--- src/rtl/wm8731_cfg_if.sv ---
// Handshake bundle between the WM8731 configuration sequencer and the IIC write engine.
// The sequencer drives frame/start; the engine answers with idle/ack.
interface wm8731_cfg_if;
    logic [23:0] iic_data;
    logic        iic_start;
    logic        iic_idle;
    logic        iic_ack_n;

    modport master (
        output iic_data,
        output iic_start,
        input  iic_idle,
        input  iic_ack_n
    );

    modport slave (
        input  iic_data,
        input  iic_start,
        output iic_idle,
        output iic_ack_n
    );
endinterface

--- src/rtl/wm8731_cfg.sv ---
// WM8731 power-up configuration sequencer: walks an 11-entry register table through
// the IIC write engine, retrying NACKed or timed-out writes, and flags done/error.
module wm8731_cfg #(
    parameter logic [7:0]  DEV_ADDR  = 8'h34,
    parameter int unsigned DELAY_CYC = 50000,
    parameter int unsigned GAP_CYC   = 500,
    parameter int unsigned RETRY_MAX = 3
) (
    input  logic         clk_in,
    input  logic         rst,
    wm8731_cfg_if.master iic,
    input  logic         cfg_restart,
    output logic [3:0]   cfg_index,
    output logic         cfg_done,
    output logic         cfg_err
);

    localparam logic [2:0] S_WAIT  = 3'd0;
    localparam logic [2:0] S_LOAD  = 3'd1;
    localparam logic [2:0] S_START = 3'd2;
    localparam logic [2:0] S_BUSY  = 3'd3;
    localparam logic [2:0] S_CHECK = 3'd4;
    localparam logic [2:0] S_GAP   = 3'd5;
    localparam logic [2:0] S_DONE  = 3'd6;
    localparam logic [2:0] S_ERR   = 3'd7;

    localparam logic [15:0] DELAY_LAST   = 16'(DELAY_CYC - 1);
    localparam logic [15:0] GAP_LAST     = 16'(GAP_CYC - 1);
    localparam logic [15:0] TIMEOUT_LAST = 16'd15;
    localparam logic [1:0]  RETRY_LIM    = 2'(RETRY_MAX);
    localparam logic [3:0]  LAST_INDEX   = 4'd10;

    logic [2:0]  state;
    logic [15:0] delay_cnt;
    logic [15:0] gap_cnt;
    logic [1:0]  retry_cnt;
    logic        timeout;
    logic [23:0] data_q;
    logic        start_q;
    logic [15:0] table_word;

    assign iic.iic_data  = data_q;
    assign iic.iic_start = start_q;

    always_comb begin
        table_word = 16'h0000;
        case (cfg_index)
            4'd0:    table_word = 16'h1E00;
            4'd1:    table_word = 16'h0C00;
            4'd2:    table_word = 16'h0017;
            4'd3:    table_word = 16'h0217;
            4'd4:    table_word = 16'h0479;
            4'd5:    table_word = 16'h0679;
            4'd6:    table_word = 16'h0812;
            4'd7:    table_word = 16'h0A00;
            4'd8:    table_word = 16'h0E02;
            4'd9:    table_word = 16'h1000;
            4'd10:   table_word = 16'h1201;
            default: table_word = 16'h0000;
        endcase
    end

    always_ff @(posedge clk_in) begin
        if (rst) begin
            state     <= S_WAIT;
            delay_cnt <= '0;
            gap_cnt   <= '0;
            retry_cnt <= '0;
            timeout   <= 1'b0;
            data_q    <= '0;
            start_q   <= 1'b0;
            cfg_index <= '0;
            cfg_done  <= 1'b0;
            cfg_err   <= 1'b0;
        end else begin
            case (state)
                S_WAIT: begin
                    if (delay_cnt == DELAY_LAST) begin
                        delay_cnt <= '0;
                        state     <= S_LOAD;
                    end else begin
                        delay_cnt <= delay_cnt + 16'd1;
                    end
                end
                // Frame is written every LOAD cycle, so it is already valid when start rises.
                S_LOAD: begin
                    data_q <= {DEV_ADDR, table_word};
                    if (iic.iic_idle) begin
                        start_q <= 1'b1;
                        gap_cnt <= '0;
                        timeout <= 1'b0;
                        state   <= S_START;
                    end
                end
                S_START: begin
                    if (!iic.iic_idle) begin
                        start_q <= 1'b0;
                        state   <= S_BUSY;
                    end else if (gap_cnt == TIMEOUT_LAST) begin
                        start_q <= 1'b0;
                        timeout <= 1'b1;
                        state   <= S_CHECK;
                    end else begin
                        gap_cnt <= gap_cnt + 16'd1;
                    end
                end
                S_BUSY: begin
                    if (iic.iic_idle) begin
                        state <= S_CHECK;
                    end
                end
                S_CHECK: begin
                    gap_cnt <= '0;
                    if (!iic.iic_ack_n && !timeout) begin
                        retry_cnt <= '0;
                        if (cfg_index == LAST_INDEX) begin
                            cfg_done <= 1'b1;
                            state    <= S_DONE;
                        end else begin
                            cfg_index <= cfg_index + 4'd1;
                            state     <= S_GAP;
                        end
                    end else if (retry_cnt < RETRY_LIM) begin
                        retry_cnt <= retry_cnt + 2'd1;
                        state     <= S_GAP;
                    end else begin
                        cfg_err <= 1'b1;
                        state   <= S_ERR;
                    end
                end
                S_GAP: begin
                    if (gap_cnt == GAP_LAST) begin
                        state <= S_LOAD;
                    end else begin
                        gap_cnt <= gap_cnt + 16'd1;
                    end
                end
                S_DONE, S_ERR: begin
                    if (cfg_restart) begin
                        cfg_done  <= 1'b0;
                        cfg_err   <= 1'b0;
                        cfg_index <= '0;
                        retry_cnt <= '0;
                        delay_cnt <= '0;
                        state     <= S_WAIT;
                    end
                end
                default: state <= S_WAIT;
            endcase
        end
    end

endmodule

--- src/flat_wrapper.sv ---
// flat-port wrapper written by rule: the top's interface ports become plain ports
module wm8731_cfg_flat 
#(
    parameter logic [7:0]  DEV_ADDR  = 8'h34,
    parameter int unsigned DELAY_CYC = 50000,
    parameter int unsigned GAP_CYC   = 500,
    parameter int unsigned RETRY_MAX = 3
)
  (clk_in, rst, cfg_restart, cfg_index, cfg_done, cfg_err, iic_iic_data, iic_iic_start, iic_iic_idle, iic_iic_ack_n);
  wm8731_cfg_if iic_i ();
  input  logic clk_in;
  input  logic rst;
  input  logic cfg_restart;
  output logic [3:0] cfg_index;
  output logic cfg_done;
  output logic cfg_err;
  output wire logic [$bits(iic_i.iic_data)-1:0] iic_iic_data;
  output wire logic [$bits(iic_i.iic_start)-1:0] iic_iic_start;
  input wire logic [$bits(iic_i.iic_idle)-1:0] iic_iic_idle;
  input wire logic [$bits(iic_i.iic_ack_n)-1:0] iic_iic_ack_n;
  assign iic_iic_data = iic_i.iic_data;
  assign iic_iic_start = iic_i.iic_start;
  assign iic_i.iic_idle = iic_iic_idle;
  assign iic_i.iic_ack_n = iic_iic_ack_n;
  wm8731_cfg #(.DEV_ADDR(DEV_ADDR), .DELAY_CYC(DELAY_CYC), .GAP_CYC(GAP_CYC), .RETRY_MAX(RETRY_MAX)) u_core (.clk_in(clk_in), .rst(rst), .iic(iic_i), .cfg_restart(cfg_restart), .cfg_index(cfg_index), .cfg_done(cfg_done), .cfg_err(cfg_err));
endmodule
--- config.mk ---
export PLATFORM = sky130hd
export DESIGN_NAME = wm8731_cfg_flat
export DESIGN_NICKNAME = d
export VERILOG_FILES = /design/src/rtl/wm8731_cfg_if.sv /design/src/rtl/wm8731_cfg.sv /design/src/flat_wrapper.sv
export SDC_FILE = /design/constraint.sdc
export NUM_CORES = 1
export LEC_CHECK = 0
export ABC_AREA = 1
export CAP_MARGIN = 20
export CORE_MARGIN = 2
export CORE_UTILIZATION = 61
export CTS_CLUSTER_DIAMETER = 100
export DETAILED_ROUTE_END_ITERATION = 12
export HOLD_SLACK_MARGIN = 0.12
export PLACE_DENSITY = 0.85
export SLEW_MARGIN = 20
export SYNTH_ARGS = -nofsm -noshare
export SYNTH_HDL_FRONTEND = slang
export SYNTH_SLANG_ARGS = --single-unit
--- constraint.sdc ---
create_clock -name clk_in -period 2.8 [get_ports clk_in]
set_input_delay 0.28 -clock clk_in [delete_from_list [all_inputs] [get_ports clk_in]]
set_output_delay 0.28 -clock clk_in [all_outputs]
set_load 0.02 [all_outputs]
# Word-level counts from Yosys, hierarchy flattened
# Memories as Yosys holds them, arrays and structs flattened. A register that Yosys moved wholly into a read port is not among the register bits.
# Cells that the tools add are included.
# word_totals
rom_bits	176
output_inout_bits	31
mem_count	1
register_bits	62
in_bits	5
word_cells	103
# classes
n_addsub	4
eq_ne	27
n_mux	42
reduce_logical	18
n_lt_le_gt_ge	1
# memory_table
memory	words	width	rd	rd_clocked_by_memory_dff	write_ports	line	text
(name not given)	16	11	1	1	0	wm8731_cfg.sv:47	case (cfg_index)
# ops
operator	count
16-bit 2-to-1 mux	6
16-bit one-hot mux with 4 select lines	1
16-bit by 1-bit adder with 16-bit output (second input constant)	2
16-bit one-hot mux with 2 select lines	1
3-bit 2-to-1 mux	8
3-bit one-hot mux with 7 select lines	1
2-bit != test (second input constant)	9
16-bit equality test (second input constant)	1
16-bit by 4-bit equality test with 1-bit output (second input constant)	1
16-bit by 9-bit equality test with 1-bit output (second input constant)	1
4-bit AND reduction	4
3-bit equality test (second input constant)	4
4-bit 2-to-1 mux	3
1-bit 2-to-1 mux	11
2-bit 2-to-1 mux	5
2-bit by 1-bit != test with 1-bit output (second input constant)	5
1-bit one-hot mux with 2 select lines	4
4-bit one-hot mux with 2 select lines	1
3-bit by 2-bit equality test with 1-bit output (second input constant)	2
3-bit AND reduction	2
6-bit AND reduction	1
2-bit nonzero test	3
5-bit AND reduction	1
4-bit by 1-bit adder with 4-bit output (second input constant)	1
13 further kinds	14

# Longest topological paths before layout
# logic_depth
depth_word	4
ltp_mapped	11
ltp_nobuf	11

# Worst setup path after synthesis
# OpenSTA, ideal clock, no wires.
# synth_timing
kind	reg-to-reg
from	reg u_core.cfg_index[0]
to	reg u_core.cfg_index[3]
stages_incl_launch_ff	9
synth_period_minus_slack_ps	1618
arrival_time_ps	1501
required_time_ps	2683
setup_slack_ps	1182
n_path_buf	0
setup_ps	117
path_cell_list	dfxtp_1 > inv_1 > ha_1 > nand3_1 > nor2_1 > nor2_2 > nand3_1 > xor2_1 > nor2_1
# synth_via
elab_chain_cells	4
word_cells_on_any_way	7
classes_between	add/sub: 1; eq/ne: 2; mux: 3; reduce/logical: 1
# synth_rtl
item	line	text
start: declaration	wm8731_cfg.sv:13	output logic [3:0] cfg_index,
start signal: assignment	wm8731_cfg.sv:120	cfg_index <= cfg_index + 4'd1;
4-bit by 1-bit adder with 4-bit output	wm8731_cfg.sv:120	
4-bit 2-to-1 mux	wm8731_cfg.sv:116	if (cfg_index == LAST_INDEX) begin
4-bit 2-to-1 mux	wm8731_cfg.sv:114	if (!iic.iic_ack_n && !timeout) begin
4-bit one-hot mux with 2 select lines	wm8731_cfg.sv:76	case (state)
# Several ways; a longest one is shown, not always the timed one. The select of a mux whose other input is x is not followed.
# A chain may end at the register's enable or synchronous reset.

# Worst setup path after layout
# layout_timing
from	reg u_core.gap_cnt[0]
to	reg u_core.gap_cnt[10]
# layout_via
elab_chain_cells	4
word_cells_on_any_way	10
classes_between	add/sub: 1; eq/ne: 4; mux: 4; reduce/logical: 1
# layout_rtl
item	line	text
start: declaration	wm8731_cfg.sv:35	logic [15:0] gap_cnt;
start signal: assignment	wm8731_cfg.sv:104	gap_cnt <= gap_cnt + 16'd1;
start signal: assignment	wm8731_cfg.sv:135	gap_cnt <= gap_cnt + 16'd1;
16-bit by 1-bit adder with 16-bit output	wm8731_cfg.sv:104, wm8731_cfg.sv:135	
16-bit 2-to-1 mux	wm8731_cfg.sv:99	end else if (gap_cnt == TIMEOUT_LAST) begin
16-bit 2-to-1 mux	wm8731_cfg.sv:96	if (!iic.iic_idle) begin
16-bit one-hot mux with 4 select lines	wm8731_cfg.sv:76	
# Several ways; a longest one is shown, not always the timed one. The select of a mux whose other input is x is not followed.

==> metrics.cfg <==
[run_status]
status=finished, final reports clean

[clock_tree]
clockRootBuffer=clkbuf_8
cts_tree=yes
cts_inserted_buffers=5
cts_resized=0
insertion_delay_ns=0.31
h-tree-depth=2
cts_buffer_depth=2
cts_sinks=55
hold_buffers=0
path_clk_slew_ns=0.11
cts_setup_buffers=0

[place]
gp_congestion=0.942
dpl_cell_area_sq_mm=0.00351
place_ws_ns=0.732
hpwl_um=5690
placed_cells=606
port_buffers=25

[global_route]
antenna_found_initial=0
grt_pass1_vias=3056
grt_pass1_wl_um=12800
grt_start_max_net_pins=23
gr-usage-all-layers_pct=25.7
grt_overflow_total=0

[setup_path]
max_stage_delay_ns=0.41
cp_common_cell=nand3_1
crit_type=reg -> reg
critPathTopFamily=simple AND/OR/NAND/NOR gates
cp.arrival_ns=2.27
regToRegStartpoint=u_core.gap_cnt[0]
path_max_fanout=17
cp-startpoint=u_core.gap_cnt[0]
worstSetupEndpointType=flop
crit_path_cell_trace=ha_1, nand3_1, nor2_1, nand3_1, nand3_2, inv_1, nand2_1, a21oi_1
timing.critical_path.buf_inv=1
crit_required_ns=3.00
start_kind=flop
cp_slowest_cell=dfxtp_1

[die]
fp-row-count=26
num_io_pins=36
initial_core_util_pct=63.9
core_area_sq_mm=0.00514
fp.dieH_um=77.4
dieArea_sq_mm=0.00598
die_x_um=77.4

[power]
p_total_mw=1.30
p_per_area_mw_per_mm2=360
ir_drop_mv=0.293
power_leakage_nw=1.47

[routing]
wl_met1_um=3410
dr_total_vias=3217
wl_um=7440
drcViolationCount=0
drtAntennaViolNets=0
drt-wirelength-per-cell_um=12.1
firstDrtPassIters=5
via_per_inst=5.24
drtIter0Drc=166
dr_wl_met3_um=327
top_layer=met4
wl_met2_um=3620

[job]
cap_violations=0

[final_layout]
syn_to_final_growth_pct=10.0
final_cell_count_no_fill=614
final_common_cell=nand2_1
layout_common_cells=nand2_1 (145), nor2_1 (96), dfxtp_1 (55)
postLayoutCellArea_sq_mm=0.00361
drive_above_1_share_pct=3.49
diodes=0
fin_nets=559
nFillCells=472

[logic_synthesis]
ys_seq_area_share_pct=33.5
synth_cell_type_count=34
yosys_warnings=0
syn_inst=524
synth.avg_cell_area_sq_um=6.26
netlist_area_sq_mm=0.00328
synth-seq-cells=55

[sta]
relSlewSlack_pct=56.2
final_max_slew_viol_count=0
final.period_utilization_pct=73.9
fin_tns_setup_ns=0
rsz0062_at_grt=no
setup_ws_ns=0.731
final_hold_viol_count=0
tightest_slew_ns=0.656
finClkSkew_ns=0.0144
fmax_ghz=0.483
period_needed_ns=2.07
setup_viol=0

[hold_path]
min_from=u_core.iic.iic_data[2]
min_path_type=reg -> reg

[report_power, final]
part           switching [mW]  internal [mW]
logic                  0.0359         0.0132
registers             0.00314          0.785
clock network           0.260          0.202
[cell type report]
class,count,area (sq um),share of cell area [%]
Multi-Input combinational cell,402,1870,51.7
Sequential cell,55,1100,30.5
Timing Repair Buffer,26,258,7.14
Inverter,53,199,5.51
Tap cell,70,87.6,2.43
Clock buffer,6,82.6,2.29
Clock inverter,2,16.3,0.450
[sequential cells by signal, indices dropped and copies added, names as in the netlist]
name and flops:
u_core.timeout 1, u_core.retry_cnt 2, u_core.cfg_err 1, u_core.cfg_index 4, u_core.delay_cnt 16, u_core.iic.iic_data 10, u_core.iic.iic_start 1, u_core.gap_cnt 16
u_core.cfg_done 1, u_core.state 3
[path summary, 6_finish.rpt]
| kind | end | slack, ns | cells after the start |
|---|---|---|---|
| max | u_core.gap_cnt[10] | 0.73 | 8 |
| min reg2reg | u_core.iic.iic_data[2] | 0.47 | 2 |
| max reg2reg | u_core.gap_cnt[10] | 0.73 | 8 |
| min | u_core.iic.iic_data[2] | 0.47 | 2 |
[tightest hold or removal path: cells and delay by family, from the launching register on]
kind,cells,cell delay (ns)
DFF,1,0.32
and+or+nand+nor,1,0.06
AOI/OAI and AO/OA,1,0.05
[layer usage]
layer	GRT usage, %	vias to the layer above
li1	-	1682
met1	32.1	1449
met2	45.7	77
met3	3.02	9
met4	8.57	0
met5	0	-
[per-stage QoR]
stage	utilization, %	hold WS (ns)
2_1_floorplan	-	0.359
3_3_place_gp	68.3	0.453
3_5_place_dp	68.3	0.457
4_1_cts	70.3	0.473
5_1_grt	70.3	0.495
6_report	70.3	0.469
[logic make-up after synthesis]
family	synth area share (%)
flip-flops	33.5
AND/OR/NAND/NOR	38.5
XOR/XNOR	2.40
other	0.114
buffers and inverters	10.6
adder cells (fa/ha/maj)	4.19
AO/OA/AOI/OAI	10.6
[Yosys cell counts (all sizes together)]
master	number	area share (%)
a31oi	2	0.38
xor2	5	1.3
dfxtp	55	34
or2	1	0.19
a211oi	1	0.23
o21a	2	0.46
nand2	147	17
o21ai	17	2.6
inv	52	5.9
clkinv	1	0.11
buf	17	3.9
nor3	7	1.1
nand3b	2	0.46
conb	1	0.11
a21oi	38	5.8
nand4	6	1.1
ha	11	4.2
xnor2	4	1.1
o31ai	1	0.23
o211ai	2	0.46
nor2	98	11
o2bb2ai	1	0.27
o21bai	1	0.23
nand3	42	6.6
and2	3	0.57
clkbuf	6	0.69
and3	1	0.19
No activity file was read; power rests on OpenSTA's default activity.
